[src/rtl/rgmii_pkg.sv]
// Shared definitions for the RGMII receive path: framing constants, CRC-32
// constants, receive FSM states and the decoded GMII stage-0 word.
package rgmii_pkg;

  localparam int unsigned BYTE_W    = 8;
  localparam int unsigned CAP_W     = 10;
  localparam int unsigned BUF_DEPTH = 5;

  localparam logic [BYTE_W-1:0] PREAMBLE_BYTE = 8'h55;
  localparam logic [BYTE_W-1:0] SFD_BYTE      = 8'hD5;

  localparam logic [31:0] CRC_INIT    = 32'hFFFF_FFFF;
  localparam logic [31:0] CRC_POLY    = 32'hEDB8_8320;
  localparam logic [31:0] CRC_RESIDUE = 32'hDEBB_20E3;

  typedef enum logic [1:0] {
    IDLE,
    PRE,
    DATA,
    DROP
  } rx_state_e;

  // One GMII receive beat rebuilt from the DDR capture word
  typedef struct packed {
    logic              er;
    logic              dv;
    logic [BYTE_W-1:0] data;
  } gmii_rx_t;

  // Rising edge carries RXD[3:0]/DV, falling edge carries RXD[7:4]/(DV^ER)
  function automatic gmii_rx_t decode_capture(input logic [CAP_W-1:0] q);
    gmii_rx_t r;
    r.data = {q[8:5], q[3:0]};
    r.dv   = q[4];
    r.er   = q[4] ^ q[9];
    return r;
  endfunction

endpackage

[src/rtl/crc32_d8.sv]
// Combinational byte-wide step of the reflected CRC-32 (poly 0xEDB88320),
// data consumed LSB first. Shared by the RX FCS checker and TX FCS generator.
//   crc_in  : current CRC register
//   data    : byte to fold in
//   crc_out : CRC register after the byte
module crc32_d8
  import rgmii_pkg::*;
(
  input  logic [31:0]       crc_in,
  input  logic [BYTE_W-1:0] data,
  output logic [31:0]       crc_out
);

  // Bit-serial LFSR unrolled over the eight data bits
  always_comb begin
    crc_out = crc_in;
    for (int i = 0; i < int'(BYTE_W); i++) begin
      if (crc_out[0] ^ data[i]) begin
        crc_out = (crc_out >> 1) ^ CRC_POLY;
      end else begin
        crc_out = crc_out >> 1;
      end
    end
  end

endmodule

[src/rtl/rgmii_rx_frame.sv]
// RGMII receive framer: rebuilds GMII beats from the DDR capture word, strips
// preamble/SFD, holds back the trailing FCS with a 5-byte delay line, checks
// CRC-32 and length, and emits a sof/eof/err framed byte stream.
//   clk, rst   : RX clock, synchronous active-high reset
//   rgmii_q    : 10-bit capture word from the IDDR stage
//   out_data   : payload byte, qualified by out_valid (no backpressure)
//   out_sof    : first payload byte of a frame
//   out_eof    : last payload byte of a frame
//   out_err    : frame bad (CRC, RX_ER, length); meaningful with out_eof
//   stat_good  : one pulse per frame ended cleanly
//   stat_bad   : one pulse per frame ended in error, including runts < 5 bytes
module rgmii_rx_frame
  import rgmii_pkg::*;
#(
  parameter int unsigned MIN_LEN = 64,
  parameter int unsigned MAX_LEN = 1522,
  parameter int unsigned LEN_W   = 11
) (
  input  logic              clk,
  input  logic              rst,
  input  logic [CAP_W-1:0]  rgmii_q,
  output logic [BYTE_W-1:0] out_data,
  output logic              out_valid,
  output logic              out_sof,
  output logic              out_eof,
  output logic              out_err,
  output logic              stat_good,
  output logic              stat_bad
);

  localparam logic [LEN_W-1:0] LEN_MIN  = LEN_W'(MIN_LEN);
  localparam logic [LEN_W-1:0] LEN_MAX  = LEN_W'(MAX_LEN);
  localparam logic [LEN_W-1:0] LEN_FULL = LEN_W'(BUF_DEPTH);
  localparam logic [LEN_W-1:0] LEN_SAT  = '1;

  typedef logic [BUF_DEPTH-1:0][BYTE_W-1:0] dly_t;

  gmii_rx_t    s0_q, s0_d;
  rx_state_e   state_q, state_d;
  dly_t        dly_q, dly_d;
  logic [LEN_W-1:0] len_q, len_d;
  logic [31:0] crc_q, crc_d, crc_next;
  logic        err_q, err_d;

  logic [BYTE_W-1:0] out_data_d;
  logic out_valid_d, out_sof_d, out_eof_d, out_err_d;
  logic stat_good_d, stat_bad_d;

  logic live, full, ending, bad;

  crc32_d8 u_crc (
    .crc_in  (crc_q),
    .data    (s0_q.data),
    .crc_out (crc_next)
  );

  // Next state, datapath update and output look-ahead
  always_comb begin
    s0_d    = decode_capture(rgmii_q);
    state_d = state_q;
    dly_d   = dly_q;
    len_d   = len_q;
    crc_d   = crc_q;
    err_d   = err_q;

    unique case (state_q)
      IDLE, PRE: begin
        if (s0_q.dv) begin
          if (s0_q.data == PREAMBLE_BYTE) begin
            state_d = PRE;
          end else if (s0_q.data == SFD_BYTE) begin
            state_d = DATA;
            dly_d   = '0;
            len_d   = '0;
            crc_d   = CRC_INIT;
            err_d   = 1'b0;
          end else begin
            state_d = DROP;
          end
        end else begin
          state_d = IDLE;
        end
      end
      DATA: begin
        if (s0_q.dv) begin
          dly_d = {dly_q[BUF_DEPTH-2:0], s0_q.data};
          crc_d = crc_next;
          err_d = err_q | s0_q.er;
          if (len_q != LEN_SAT) begin
            len_d = len_q + LEN_W'(1);
          end
        end else begin
          state_d = IDLE;
        end
      end
      DROP: begin
        if (!s0_q.dv) begin
          state_d = IDLE;
        end
      end
      default: state_d = IDLE;
    endcase

    // Outputs are evaluated on next-cycle state with the incoming DV so they
    // can be registered without adding latency: a beat leaves when the delay
    // line is full, and the first DV-low cycle in DATA closes the frame.
    live   = (state_d == DATA);
    full   = (len_d >= LEN_FULL);
    ending = live & ~s0_d.dv;
    bad    = (crc_d != CRC_RESIDUE) | err_d | (len_d < LEN_MIN) | (len_d > LEN_MAX);

    out_valid_d = live & full;
    out_data_d  = out_valid_d ? dly_d[BUF_DEPTH-1] : '0;
    out_sof_d   = live & (len_d == LEN_FULL);
    out_eof_d   = ending & full;
    out_err_d   = ending & full & bad;
    stat_good_d = ending & full & ~bad;
    stat_bad_d  = ending & (~full | bad);
  end

  // State, datapath and output registers
  always_ff @(posedge clk) begin
    if (rst) begin
      s0_q      <= '0;
      state_q   <= IDLE;
      dly_q     <= '0;
      len_q     <= '0;
      crc_q     <= CRC_INIT;
      err_q     <= 1'b0;
      out_data  <= '0;
      out_valid <= 1'b0;
      out_sof   <= 1'b0;
      out_eof   <= 1'b0;
      out_err   <= 1'b0;
      stat_good <= 1'b0;
      stat_bad  <= 1'b0;
    end else begin
      s0_q      <= s0_d;
      state_q   <= state_d;
      dly_q     <= dly_d;
      len_q     <= len_d;
      crc_q     <= crc_d;
      err_q     <= err_d;
      out_data  <= out_data_d;
      out_valid <= out_valid_d;
      out_sof   <= out_sof_d;
      out_eof   <= out_eof_d;
      out_err   <= out_err_d;
      stat_good <= stat_good_d;
      stat_bad  <= stat_bad_d;
    end
  end

endmodule

[config.mk]
export PLATFORM = sky130hd
export DESIGN_NAME = rgmii_rx_frame
export DESIGN_NICKNAME = d
export VERILOG_FILES = /design/src/rtl/rgmii_pkg.sv /design/src/rtl/crc32_d8.sv /design/src/rtl/rgmii_rx_frame.sv
export SDC_FILE = /design/constraint.sdc
export NUM_CORES = 1
export LEC_CHECK = 0
export BUFFER_PORTS_ARGS = -buffer_cell sky130_fd_sc_hd__buf_2
export CAP_MARGIN = 25
export CORE_ASPECT_RATIO = 0.8
export CORE_UTILIZATION = 45
export DETAILED_ROUTE_END_ITERATION = 10
export PLACE_DENSITY_LB_ADDON = 0.1
export REMOVE_ABC_BUFFERS = 1
export SLEW_MARGIN = 25
export SYNTH_ARGS = -nofsm -noshare
export SYNTH_HDL_FRONTEND = slang
export SYNTH_SLANG_ARGS = --single-unit
[constraint.sdc]
create_clock -name clk -period 5.16 [get_ports clk]
set_clock_uncertainty 0.15 [all_clocks]
set_input_delay 0.774 -clock clk [delete_from_list [all_inputs] [get_ports clk]]
set_output_delay 0.774 -clock clk [all_outputs]
set_load 0.03 [all_outputs]
==> impl_metrics.ini, run 1 <==
[logic_synthesis]
synth_flop_cell = dfxtp_1
synth_seq_cells = 110
synth_commonest_cells = 110 x dfxtp_1, 69 x nand2_1, 54 x a21oi_1
synth.most_common_cell = dfxtp_1
synth_top_family_by_area = simple AND/OR/NAND/NOR gates
ys.warnings.count = 0
synth_area_mm2 = 0.00524
synth.area.mux_share_pct = 2.15
ys_top_cells_by_area = dfxtp_1 42%, xnor2_1 5.4%, a21oi_1 5.2%
synth_edf_count = 0
synth-xor-area-share_pct = 17.8
syn_avg_cell_area_um2 = 9.15
synth-simple-area-share_pct = 22.8
synth_largest_area_cell = dfxtp_1
synth.top_cell.area_share_pct = 42.1
synth_cells = 572
synthArstFlopShare_pct = 0
ys_seq_area_share_pct = 42.1
synth-compound-area-share_pct = 11.9
synthAdderAreaFrac_pct = 0.239
yosys.cell_types.count = 65

[layout]
design_area_mm2 = 0.00583
multiInputGateArea_mm2 = 0.00287
nets = 601
instances_no_fill = 737
ff_latch_area_mm2 = 0.00220
insertedDiodeCount = 0
n_fill_cell = 1036
area_growth_pct = 11.4
layout-drive-gt1-share_pct = 13.8

[routing]
routedWlPerCell_um = 16.2
dr.pass1.iters = 5
ant_nets = 0
drc = 0
drt_iter0_drc = 237
num_vias = 4029
viasPerCell = 5.47
wirelength_um = 11900

[cts]
postCtsSetupRepairBufs = 0
cts.sinks = 110
cts_tree = yes
htree_levels = 3
clk_path_buf_depth = 2
cts_hold_buf = 0
clkSlewWorstSetupHoldPaths_ns = 0.08
cts_resized = 0
cts_buffers = 9
cts_root_buffer = clkbuf_16
clk_latency_ns = 0.35

[critical_path]
cp_cell_sequence = or4b_1 -> nor3_1 -> o2111ai_1 -> o31a_1 -> or4_1 -> or4_1 -> or4_4 -> nor3b_2
start_kind = flop
slowest_delay_ns = 0.72
reg2reg_from = s0_q[1]
reg2reg_slack_ns = 1.23
worst_setup_path_end_kind = flop
arrival_ns = 4.02
worstSetupPathType = reg -> reg
cp_max_fo = 7
r2r_cells = 8
required_ns = 5.24
r2r_end = out_err
cpMostUsedCell = or4_1
critPathSlowestCell = nor3_1

[global_routing]
grt_max_degree = 57
grt_pass1_wl_um = 19500
gr-total-overflow = 0
grt_usage_pct = 20.9
grt_pass1_vias = 3778
antenna_found_initial = 0

[placement]
place_congestion = 0.860
port_buffers = 25
dp.final_hpwl_um = 8280
dp.cells = 721
place_area_mm2 = 0.00551

[run_status]
outcome = completed

[worst_hold_path]
hold-path-cell-count = 2
hold_class = reg -> reg
hold_path_end = dly_q[16]
hp-start = dly_q[8]

[sta]
fin_crit_sh_pct = 76.3
rsz0062_at_grt = false
setup_violations = 0
whs_ns = 0.308
finalMaxSlewViolations = 0
max_freq_mhz = 254
min_period_ns = 3.93
max-slew-margin-rel_pct = 33.6
worst_pin_slew_ns = 0.993
tns_ns = 0
hold_viol_final = 0

[floorplan]
initial_core_util_pct = 47.1
die_w_um = 123
coreArea_mm2 = 0.0111
die_area_mm2 = 0.0121
ios = 26
num_rows = 34
die_h_um = 98.5

[flow_run]
drv_cap = 0

[power_and_ir_drop]
peakVddDrop_mv = 0.234
power_density_mw_per_mm2 = 316
power_leakage_uw = 0.00232
## metal layers
| metal | global-route usage [%] | part of all wire (%) |
|---|---|---|
| met2 | 31.0 | 44 |
| met5 | 0 | 0 |
| met4 | 5.44 | 1.0 |
| met3 | 4.28 | 5.3 |
| met1 | 30.8 | 50 |
## worst max-delay path by stage
| stage | from | to | slack [ns] | cells past startpoint |
|---|---|---|---|---|
| floorplan | s0_q[8] | out_err | 0.40 | 7 |
| global placement | s0_q[8] | out_data[6] | 1.31 | 8 |
| detailed placement | s0_q[1] | out_err | 1.23 | 8 |
| CTS | s0_q[1] | out_err | 1.22 | 8 |
| global route | s0_q[1] | stat_good | 1.03 | 8 |
| finish | s0_q[1] | out_err | 1.23 | 8 |
## flip-flops by register name, summed over array words and instances (netlist names)
signal	cells
dly_q	40
crc_q	32
len_q	11
s0_q	10
out_data	8
state_q	2
err_q	1
out_eof	1
out_err	1
out_sof	1
out_valid	1
stat_bad	1
stat_good	1
## power by group
part           internal, uW  leakage (uW)  switching, uW
clock                   391      0.000155            334
sequential              859      0.000891           13.0
combinational           121       0.00127            123
## critical path: cells and delay by family (launching register included)
family | cells | cell delay, ns
and+or+nand+nor | 6 | 3.02
DFF | 1 | 0.35
AOI/OAI and AO/OA | 2 | 0.31
## stage by stage
stage | worst slack, ns | util, % | power [uW]
global route | 1.03 | 52.5 | 1920
detailed placement | 1.23 | 49.6 | 1130
CTS | 1.22 | 52.5 | 1860
global placement | 1.31 | 49.5 | 1140
finish | 1.23 | 52.5 | 1840
floorplan | 0.403 | - | 1070
## cells in the final DEF (no fill, tap or decap), drive strengths merged, types with 3 or more instances in the layout
cell	instances
a21oi	54
buf	39
nor2b	15
and3	6
inv	8
clkbuf	10
mux2i	9
dfxtp	110
xnor3	11
xor2	15
nor3	8
o211ai	7
a31oi	4
o21ai	8
or2	11
nand2b	16
xor3	6
or3	4
nand3	41
clkinv	3
nand2	69
or4	6
nand4	9
nor2	42
o22ai	9
xnor2	36
## layout make-up
type | instances | share of cell area [%]
clock buffers | 10 | 3.93
clock inverters | 6 | 1.57
well taps | 144 | 3.09
repair buffers | 39 | 4.01
multi-input cells | 422 | 49.2
inverters | 6 | 0.386
flip-flops and latches | 110 | 37.8
## cells by family after synthesis
kind of cell	Yosys count
AO/OA/AOI/OAI	103
flip-flops	110
adder cells (fa/ha/maj)	1
XOR/XNOR	68
AND/OR/NAND/NOR	239
multiplexers	11
buffers and inverters	40
Note: power is estimated with default switching activity, not from simulation.
==> inputs of run 2 (changes only) <==
clock period = 3.8 ns   (was 5.16 ns; I/O delays follow)
==> run 2 against run 1 <==
Clock power up 32%; clock-buffer cell count stayed put; routed wire length is 5.7% higher; total power rose by 35%; sequential power up 35%; register-to-register slack got worse by 1.1 ns; critical path type unchanged; highest routed layer unchanged.
==> impl_metrics.ini, run 2 (same netlist as run 1, synthesis figures left out) <==
[placement]
place_congestion = 0.962
place_area_mm2 = 0.00557
port_buffers = 25
dp.final_hpwl_um = 8850

[routing]
viasPerCell = 5.57
ant_nets = 0
wirelength_um = 12600
drt_iter0_drc = 399
drc = 0
dr.pass1.iters = 5
num_vias = 4130
routedWlPerCell_um = 17.0

[power_and_ir_drop]
power_leakage_uw = 0.00235
combPwrFrac_pct = 13.8
p_clk_share_pct = 38.6
peakVddDrop_mv = 0.239
swShare_pct = 26.6
power_density_mw_per_mm2 = 423
power_switching_uw = 661
intPower_uw = 1820
pwr-share-seq_pct = 47.6

[sta]
finalMaxSlewViolations = 0
hold_viol_final = 0
max_freq_mhz = 276
tns_ns = 0
setup_violations = 0
min_period_ns = 3.63
worst_pin_slew_ns = 0.860
max-slew-margin-rel_pct = 42.5
rsz0062_at_grt = false
whs_ns = 0.279
fin_crit_sh_pct = 95.5

[floorplan]
die_h_um = 98.5
die_w_um = 123
die_area_mm2 = 0.0121
coreArea_mm2 = 0.0111
initial_core_util_pct = 47.1
ios = 26
num_rows = 34

[layout]
top_regs = dly_q: 40 flops, crc_q: 32 flops, len_q: 11 flops
final_cell_mix = 110 x dfxtp_1, 69 x nand2_1, 54 x a21oi_1
nets = 606
multiInputGateArea_mm2 = 0.00287
ff_latch_area_mm2 = 0.00220
layout-drive-gt1-share_pct = 14.7
final_common_cell = dfxtp_1
area_growth_pct = 12.3
largest_reg_flops = 40
regMostFlops = dly_q
insertedDiodeCount = 0
design_area_mm2 = 0.00588
n_fill_cell = 1038
final_core_util_pct = 53.0

[cts]
htree_levels = 3
cts.sinks = 110
cts_buffers = 9
cts_tree = yes
clkSlewWorstSetupHoldPaths_ns = 0.08
cts_resized = 0
cts_hold_buf = 0
postCtsSetupRepairBufs = 0
cts_root_buffer = clkbuf_16
clk_latency_ns = 0.34
clk_path_buf_depth = 2

[critical_path]
slowest_delay_ns = 0.62
worstSetupPathType = reg -> reg
path_buf_inv = 0
worst_setup_path_end_kind = flop
required_ns = 3.88
critPathSlowestCell = xor3_1
start_kind = flop
arrival_ns = 3.71
cp_top_family = XOR/XNOR gates
cp_max_fo = 6
cp_cell_sequence = xnor2_2 -> xor3_1 -> xnor3_1 -> a21oi_1 -> nand3_1 -> or4_1 -> or4_4 -> nor3b_2

[global_routing]
grt_pass1_wl_um = 20900
gr-total-overflow = 0
grt_pass1_vias = 4015
grt_usage_pct = 22.4
grt_max_degree = 51
antenna_found_initial = 0

[flow_run]
drv_cap = 0

[worst_hold_path]
hold_class = in -> reg

[run_status]
outcome = completed
[run 2: cell type report]
cell class,instances,share of cell area [%]
Inverter,6,0.383
Multi-Input combinational cell,422,48.8
Clock inverter,6,1.23
Tap cell,144,3.06
Sequential cell,110,37.4
Clock buffer,10,4.06
Timing Repair Buffer,44,4.98
[run 2: power by group through the flow]
stage                     sequential [uW]  clock, uW  combinational (uW)
final                                1180        960                 342
after global routing                 1190       1030                 367
after detailed placement             1210          0                 337
after floorplan                      1200          0                 253
after global placement               1210          0                 338
after CTS                            1180        987                 339
[run 2: path summary, 6_finish.rpt]
| kind | from | cells after the start | slack (ns) | end |
|---|---|---|---|---|
| setup / recovery | s0_q[6] | 8 | 0.17 | out_err |
| hold / removal | rgmii_q[6] | 2 | 0.28 | s0_q[5] |
| setup reg to reg | s0_q[6] | 8 | 0.17 | out_err |
| hold reg to reg | dly_q[6] | 2 | 0.30 | dly_q[14] |
[run 2: worst reg2reg max path, cell delays in order, from the launching register on]
cell and delay [ns]:
dfxtp_1 0.36, xnor2_2 0.53, xor3_1 0.63, xnor3_1 0.36, a21oi_1 0.21, nand3_1 0.09
or4_1 0.51, or4_4 0.51, nor3b_2 0.17
[run 2: stage by stage]
stage / worst slack (ns) / std cells / total power (uW)
2_1_floorplan: -0.957 / 538 / 1460
3_3_place_gp: 0.310 / 726 / 1550
3_5_place_dp: 0.197 / 726 / 1550
4_1_cts: 0.194 / 742 / 2510
5_1_grt: 0.00563 / 742 / 2590
6_report: 0.173 / 742 / 2490
[run 2: layer usage]
layer | wire length [um] | vias up | track usage [%]
li1 | - | 2021 | -
met3 | 731 | 12 | 4.63
met5 | 0 | - | 0
met1 | 6110 | 1977 | 32.2
met2 | 5650 | 120 | 34.3
met4 | 112 | 0 | 5.44
